==> src/rtl/fan_pkg.sv <==
// Shared fan speed encoding used by the fan controller and by BatteryManager benches.
package fan_pkg;

    localparam logic [1:0] ST_OFF  = 2'b00;
    localparam logic [1:0] ST_LOW  = 2'b01;
    localparam logic [1:0] ST_MID  = 2'b10;
    localparam logic [1:0] ST_HIGH = 2'b11;

    localparam int DEF_LOW_BATT_PCT  = 20;
    localparam int DEF_LOW_BATT_HYST = 5;
    localparam int DEF_TIMER_STEP_S  = 30;
    localparam int DEF_TIMER_MAX_S   = 90;
    localparam int DEF_PWM_PERIOD    = 100;
    localparam int DEF_DUTY_LOW      = 30;
    localparam int DEF_DUTY_MID      = 60;
    localparam int DEF_DUTY_HIGH     = 100;

    typedef enum logic [1:0] {
        SPD_OFF  = ST_OFF,
        SPD_LOW  = ST_LOW,
        SPD_MID  = ST_MID,
        SPD_HIGH = ST_HIGH
    } speed_e;

    // Speed key sequence; with a low battery MID folds back to LOW instead of reaching HIGH.
    function automatic speed_e speed_step(input speed_e cur, input logic low);
        speed_e nxt;
        case (cur)
            SPD_OFF: nxt = SPD_LOW;
            SPD_LOW: nxt = SPD_MID;
            SPD_MID: nxt = low ? SPD_LOW : SPD_HIGH;
            default: nxt = SPD_LOW;
        endcase
        return nxt;
    endfunction

endpackage

==> src/rtl/fan_pwm_gen.sv <==
// Free-running PWM generator; duty changes are latched at period start, except that
// a zero duty stops the output on the very next edge.
module fan_pwm_gen #(
    parameter int PERIOD = 100,
    parameter int DUTY_W = $clog2(PERIOD + 1)
) (
    input  logic              clk,
    input  logic              rst_n,
    input  logic [DUTY_W-1:0] duty,
    output logic              fan_pwm
);

    localparam int CNT_W = (PERIOD > 1) ? $clog2(PERIOD) : 1;

    logic [CNT_W-1:0]  cnt_reg, cnt_next;
    logic [DUTY_W-1:0] duty_reg, duty_next;
    logic              pwm_reg, pwm_next;

    always_comb begin
        cnt_next  = (cnt_reg == CNT_W'(PERIOD - 1)) ? '0 : cnt_reg + 1'b1;
        duty_next = duty_reg;
        if (duty == '0) begin
            duty_next = '0;
        end else if (cnt_next == '0) begin
            duty_next = duty;
        end
        pwm_next = (DUTY_W'(cnt_next) < duty_next);
    end

    always_ff @(posedge clk or negedge rst_n) begin
        if (!rst_n) begin
            cnt_reg  <= '0;
            duty_reg <= '0;
            pwm_reg  <= 1'b0;
        end else begin
            cnt_reg  <= cnt_next;
            duty_reg <= duty_next;
            pwm_reg  <= pwm_next;
        end
    end

    assign fan_pwm = pwm_reg;

endmodule

==> src/rtl/fan_mode_controller.sv <==
// Fan speed sequencer with auto-off countdown, battery policy and PWM motor drive.
module fan_mode_controller
    import fan_pkg::*;
#(
    parameter int LOW_BATT_PCT  = DEF_LOW_BATT_PCT,
    parameter int LOW_BATT_HYST = DEF_LOW_BATT_HYST,
    parameter int TIMER_STEP_S  = DEF_TIMER_STEP_S,
    parameter int TIMER_MAX_S   = DEF_TIMER_MAX_S,
    parameter int PWM_PERIOD    = DEF_PWM_PERIOD,
    parameter int DUTY_LOW      = DEF_DUTY_LOW,
    parameter int DUTY_MID      = DEF_DUTY_MID,
    parameter int DUTY_HIGH     = DEF_DUTY_HIGH
) (
    input  logic       clk,
    input  logic       rst_n,
    input  logic       key_speed,
    input  logic       key_off,
    input  logic       key_timer,
    input  logic       timer_1s,
    input  logic [7:0] battery,
    input  logic       battery_empty,
    output logic [1:0] state,
    output logic [6:0] countdown,
    output logic       low_batt,
    output logic       fan_pwm
);

    localparam int DUTY_W = $clog2(PWM_PERIOD + 1);

    speed_e            state_reg, state_next;
    logic [6:0]        countdown_reg, countdown_next;
    logic [6:0]        cd_dec, cd_ext;
    logic [7:0]        cd_sum, batt_clamped;
    logic              low_batt_reg, low_batt_next;
    logic              expire;
    logic [DUTY_W-1:0] duty;

    always_comb begin
        batt_clamped  = (battery > 8'd99) ? 8'd99 : battery;
        low_batt_next = low_batt_reg;
        if (batt_clamped < 8'(LOW_BATT_PCT)) begin
            low_batt_next = 1'b1;
        end else if (batt_clamped >= 8'(LOW_BATT_PCT + LOW_BATT_HYST)) begin
            low_batt_next = 1'b0;
        end
    end

    // Timer extension is applied on top of the (possibly) decremented count.
    always_comb begin
        expire = timer_1s && (countdown_reg == 7'd1);
        cd_dec = (timer_1s && (countdown_reg > 7'd1)) ? countdown_reg - 7'd1 : countdown_reg;
        cd_sum = {1'b0, cd_dec} + 8'(TIMER_STEP_S);
        if (cd_dec == 7'(TIMER_MAX_S)) begin
            cd_ext = '0;
        end else if (cd_sum > 8'(TIMER_MAX_S)) begin
            cd_ext = 7'(TIMER_MAX_S);
        end else begin
            cd_ext = cd_sum[6:0];
        end
    end

    always_comb begin
        state_next     = state_reg;
        countdown_next = cd_dec;
        if (battery_empty || key_off || expire) begin
            state_next     = SPD_OFF;
            countdown_next = '0;
        end else begin
            // The HIGH cap takes the place of a speed key in the same cycle.
            if ((state_reg == SPD_HIGH) && low_batt_reg) begin
                state_next = SPD_MID;
            end else if (key_speed) begin
                state_next = speed_step(state_reg, low_batt_reg);
            end
            if (key_timer && !key_speed && (state_reg != SPD_OFF)) begin
                countdown_next = cd_ext;
            end
        end
    end

    always_ff @(posedge clk or negedge rst_n) begin
        if (!rst_n) begin
            state_reg     <= SPD_OFF;
            countdown_reg <= '0;
            low_batt_reg  <= 1'b0;
        end else begin
            state_reg     <= state_next;
            countdown_reg <= countdown_next;
            low_batt_reg  <= low_batt_next;
        end
    end

    // Duty follows the next state so that OFF reaches the motor on the same edge.
    always_comb begin
        duty = '0;
        case (state_next)
            SPD_LOW:  duty = DUTY_W'(DUTY_LOW);
            SPD_MID:  duty = DUTY_W'(DUTY_MID);
            SPD_HIGH: duty = DUTY_W'(DUTY_HIGH);
            default:  duty = '0;
        endcase
    end

    fan_pwm_gen #(
        .PERIOD (PWM_PERIOD),
        .DUTY_W (DUTY_W)
    ) u_pwm (
        .clk     (clk),
        .rst_n   (rst_n),
        .duty    (duty),
        .fan_pwm (fan_pwm)
    );

    assign state     = state_reg;
    assign countdown = countdown_reg;
    assign low_batt  = low_batt_reg;

endmodule

==> config.mk <==
export PLATFORM = sky130hd
export DESIGN_NAME = fan_mode_controller
export DESIGN_NICKNAME = d
export VERILOG_FILES = /design/src/rtl/fan_pkg.sv /design/src/rtl/fan_pwm_gen.sv /design/src/rtl/fan_mode_controller.sv
export SDC_FILE = /design/constraint.sdc
export NUM_CORES = 1
export LEC_CHECK = 0
export CORE_MARGIN = 4
export CORE_UTILIZATION = 32
export CTS_CLUSTER_DIAMETER = 50
export DETAILED_ROUTE_END_ITERATION = 6
export PLACE_DENSITY = 0.56
export SYNTH_ARGS = -nofsm -noshare
export SYNTH_HDL_FRONTEND = slang
export SYNTH_SLANG_ARGS = --single-unit
==> constraint.sdc <==
create_clock -name clk -period 4.1 [get_ports clk]
set_input_delay 1.23 -clock clk [delete_from_list [all_inputs] [get_ports clk]]
set_output_delay 1.23 -clock clk [all_outputs]
set_load 0.01 [all_outputs]
==> results.cfg <==
[outcome]
outcome = finished clean

[synth]
postSynthRegisterBits = 25
postSynth.topFlopCell = sky130_fd_sc_hd__dfrtp_1
post_synthesis_net_count = 266
synth-async-reset-ratio_pct = 100.0
syn-cell-area_sq_um = 2081
netlist_cell_types = 62
synth_edf_count = 0
synthCells = 231
synthesis.area_per_instance_sq_um = 9.008
synth.yosys.warnings = 0
synth_seq_area_share_pct = 30.07

[worst_hold_path]
timing.hold.worst_path_depth = 2
min_from = u_pwm.duty_reg[2]$_DFF_PN0_
hold_path_class = reg2reg
worstHoldEndpoint = u_pwm.duty_reg[2]$_DFF_PN0_

[clocking]
clock_sink_count = 25
clock_tree_from_tritoncts = built
cts_inserted_buffers = 3
worst_skew_late_latency_ns = 0.27
clk_tree_root_cell = sky130_fd_sc_hd__clkbuf_8
htree_num_levels = 1
clock_tree_buf_depth = 2
postCtsHoldBufs = 0
clk_pin_slew_worst_paths_ns = 0.09

[route]
avgViaCountPerCell = 5.241
antenna_left = 0
drt-initial-drc-count = 88
drc_errors = 0
totalWireLength_um = 4546
vias = 1803
route.detailed.wl_per_inst_um = 13.22
detail_route.first_pass.iterations = 4

[power_and_ir_drop]
clockPowerShare_pct = 20.9
combPwrFrac_pct = 40.9
p_switching_w = 0.0002471
cell_internal_pwr_w = 0.0004535
vdd_ir_drop_max_v = 0.0001104
power_switching_share_pct = 35.27
seq_power_share_pct = 38.2
power.density_cell_area_nw_per_um2 = 272.6
total_leakage_power_nw = 1.007

[critical_path]
critical_path_arrival_ns = 4.10
critical_path.max_fanout = 3
r2r_end = u_pwm.fan_pwm$_DFF_PN0_
setup.reg_to_reg.worst_slack_ns = 0.69
crit_type = in2reg
critical_path.endpoint_type = register
worst_ep_required_time_ns = 4.26
setup.worst_path.start_class = input pin
critical_path.reg2reg.startpoint = u_pwm.cnt_reg[0]$_DFF_PN0_
rr_worst_depth = 12

[placement]
placed_cell_area_sq_um = 2490
place_hpwl_um = 3541
place_congestion = 0.7649
preCtsSetupSlack_ns = -0.2431
port_buffers = 25

[timing]
timing.final.max_slew_violations = 0
tcrit_tclk_final_pct = 95.97
max_clock_freq_mhz = 254.2
setup_total_negative_slack_ns = 0
worst_tran_pin_value_ns = 0.6650
hold_viol = 0
post-route-worst-setup-slack_ns = 0.1654
worst_clock_skew_ns = 0.001601
final_period_minus_worst_setup_slack_ns = 3.935
slew-limit-headroom_pct = 55.33
setup_violations = 0

[grt]
first_global_vias = 1724
global_route.peak_usage_layer = met2
gr_layer_usage_met3_pct = 1.490
global_route_total_overflow = 0
grtUsageMet1_pct = 16.41
grt_max_degree = 26
grt_util_all_layers_pct = 12.26
first_pass_grt_wire_length_um = 7797
use_met2_pct = 20.72
number_of_antenna_violations_at_the_first_check_in_global_routing = 0

[final_layout]
final_util_pct = 40.71
fin_area_sq_um = 2570
num-nets-final = 303
area_delta_synth_final_pct = 23.51
final_cell_mix = sky130_fd_sc_hd__dfrtp_1, sky130_fd_sc_hd__clkdlybuf4s50_1, sky130_fd_sc_hd__nor2_1
drive_gt1_share_pct = 17.23
n_antenna_cell = 0

[die]
num_ports = 26
fp.dieH_um = 88.64
floorplan.initialDensity_pct = 32.96
fp.dieW_um = 88.64
std_cell_rows = 29
area_of_the_core_region_sq_um = 6314
die_area_sq_um = 7856

[job]
drv.max_cap_violation_count = 0
## Yosys cell counts, types with 3 or more instances
master	instances	area, sq um
sky130_fd_sc_hd__nand4_1	4	25.02
sky130_fd_sc_hd__ha_1	20	250.2
sky130_fd_sc_hd__nor2_1	23	86.33
sky130_fd_sc_hd__xnor2_1	6	52.55
sky130_fd_sc_hd__and2_1	3	18.77
sky130_fd_sc_hd__or2_2	7	43.79
sky130_fd_sc_hd__buf_2	3	15.01
sky130_fd_sc_hd__o21ai_0	13	65.06
sky130_fd_sc_hd__mux2i_1	8	80.08
sky130_fd_sc_hd__buf_6	3	33.78
sky130_fd_sc_hd__a21oi_1	8	40.04
sky130_fd_sc_hd__nor2b_1	4	25.02
sky130_fd_sc_hd__clkbuf_1	4	15.01
sky130_fd_sc_hd__inv_1	12	45.04
sky130_fd_sc_hd__nor4_1	3	18.77
sky130_fd_sc_hd__o31ai_1	5	37.54
sky130_fd_sc_hd__dfrtp_1	25	625.6
sky130_fd_sc_hd__or3_1	4	25.02
sky130_fd_sc_hd__nand3_1	10	50.05
sky130_fd_sc_hd__a31oi_1	5	31.28
sky130_fd_sc_hd__nor3_1	6	30.03
sky130_fd_sc_hd__nand2_1	8	30.03
## routing by layer
metal | up-vias | wire length [um] | share of wire, %
li1 | 922 | - | -
met3 | 2 | 197 | 4.3
met1 | 839 | 2106 | 46
met2 | 40 | 2220 | 49
met5 | - | 0 | 0
met4 | 0 | 23 | 0.51
## layout make-up
type                    instances  area (sq um)
clock inverters                 1         7.507
clock buffers                   3         41.29
flip-flops and latches         25         625.6
well taps                      77         96.34
multi-input cells             181          1354
inverters                      12         45.04
repair buffers                 45         400.4
fillers                       649          3744
## per-stage QoR
stage / std cells / hold slack (ns) / total power [W]
2_1_floorplan: 231 / 0.4480 / 0.0004847
3_3_place_gp: 339 / 0.4656 / 0.0005550
3_5_place_dp: 339 / 0.4773 / 0.0005551
4_1_cts: 343 / 0.4988 / 0.0007059
5_1_grt: 344 / 0.5456 / 0.0007581
6_report: 344 / 0.4863 / 0.0007007
## power by group through the flow
stage	clock [W]	combinational [W]	sequential, W
3_5_place_dp	0	0.000282	0.000273
6_report	0.000147	0.000287	0.000268
3_3_place_gp	0	0.000282	0.000273
2_1_floorplan	0	0.000217	0.000268
5_1_grt	0.000166	0.000322	0.000270
4_1_cts	0.000155	0.000283	0.000268
## timing repair
item                                    in CTS  in global routing
setup buffers                                0                  1
endpoints found under the setup margin       0                  1
gates resized for setup                      0                  6
## worst max-delay path by stage
stage               slack (ns)      from                       to  cells past startpoint
finish                    0.17  timer_1s  u_pwm.fan_pwm$_DFF_PN0_                     15
global route            -0.009  timer_1s  u_pwm.fan_pwm$_DFF_PN0_                     15
global placement         -0.14  timer_1s  u_pwm.fan_pwm$_DFF_PN0_                     15
detailed placement       -0.24  timer_1s  u_pwm.fan_pwm$_DFF_PN0_                     15
CTS                       0.05  timer_1s  u_pwm.fan_pwm$_DFF_PN0_                     15
floorplan                 0.08  timer_1s  u_pwm.fan_pwm$_DFF_PN0_                     14
## worst max-delay path, cell delays in order
cell and delay [ns]:
sky130_fd_sc_hd__clkdlybuf4s50_1 0.42, sky130_fd_sc_hd__inv_1 0.08, sky130_fd_sc_hd__nor3_1 0.06, sky130_fd_sc_hd__a311o_1 0.32, sky130_fd_sc_hd__or3_4 0.42, sky130_fd_sc_hd__inv_2 0.08
sky130_fd_sc_hd__ha_1 0.15, sky130_fd_sc_hd__or2_2 0.10, sky130_fd_sc_hd__mux2i_1 0.07, sky130_fd_sc_hd__or2_2 0.30, sky130_fd_sc_hd__ha_1 0.29, sky130_fd_sc_hd__nand4_1 0.11
sky130_fd_sc_hd__nor2_2 0.13, sky130_fd_sc_hd__o311ai_0 0.13, sky130_fd_sc_hd__and4b_1 0.21
## logic make-up (layout without fill, tap and decap cells)
| group | count (synthesis) | count (layout) | share of synthesized area (%) |
|---|---|---|---|
| and+or+nand+nor | 86 | 86 | 23.51 |
| AOI/OAI and AO/OA | 60 | 60 | 21.59 |
| DFF | 25 | 25 | 30.07 |
| buffers and inverters | 25 | 61 | 6.012 |
| adders and majority gates | 20 | 20 | 12.03 |
| muxes | 8 | 8 | 3.849 |
| xor gates and xnor gates | 7 | 7 | 2.947 |
Power figures use the tool's default switching activity.
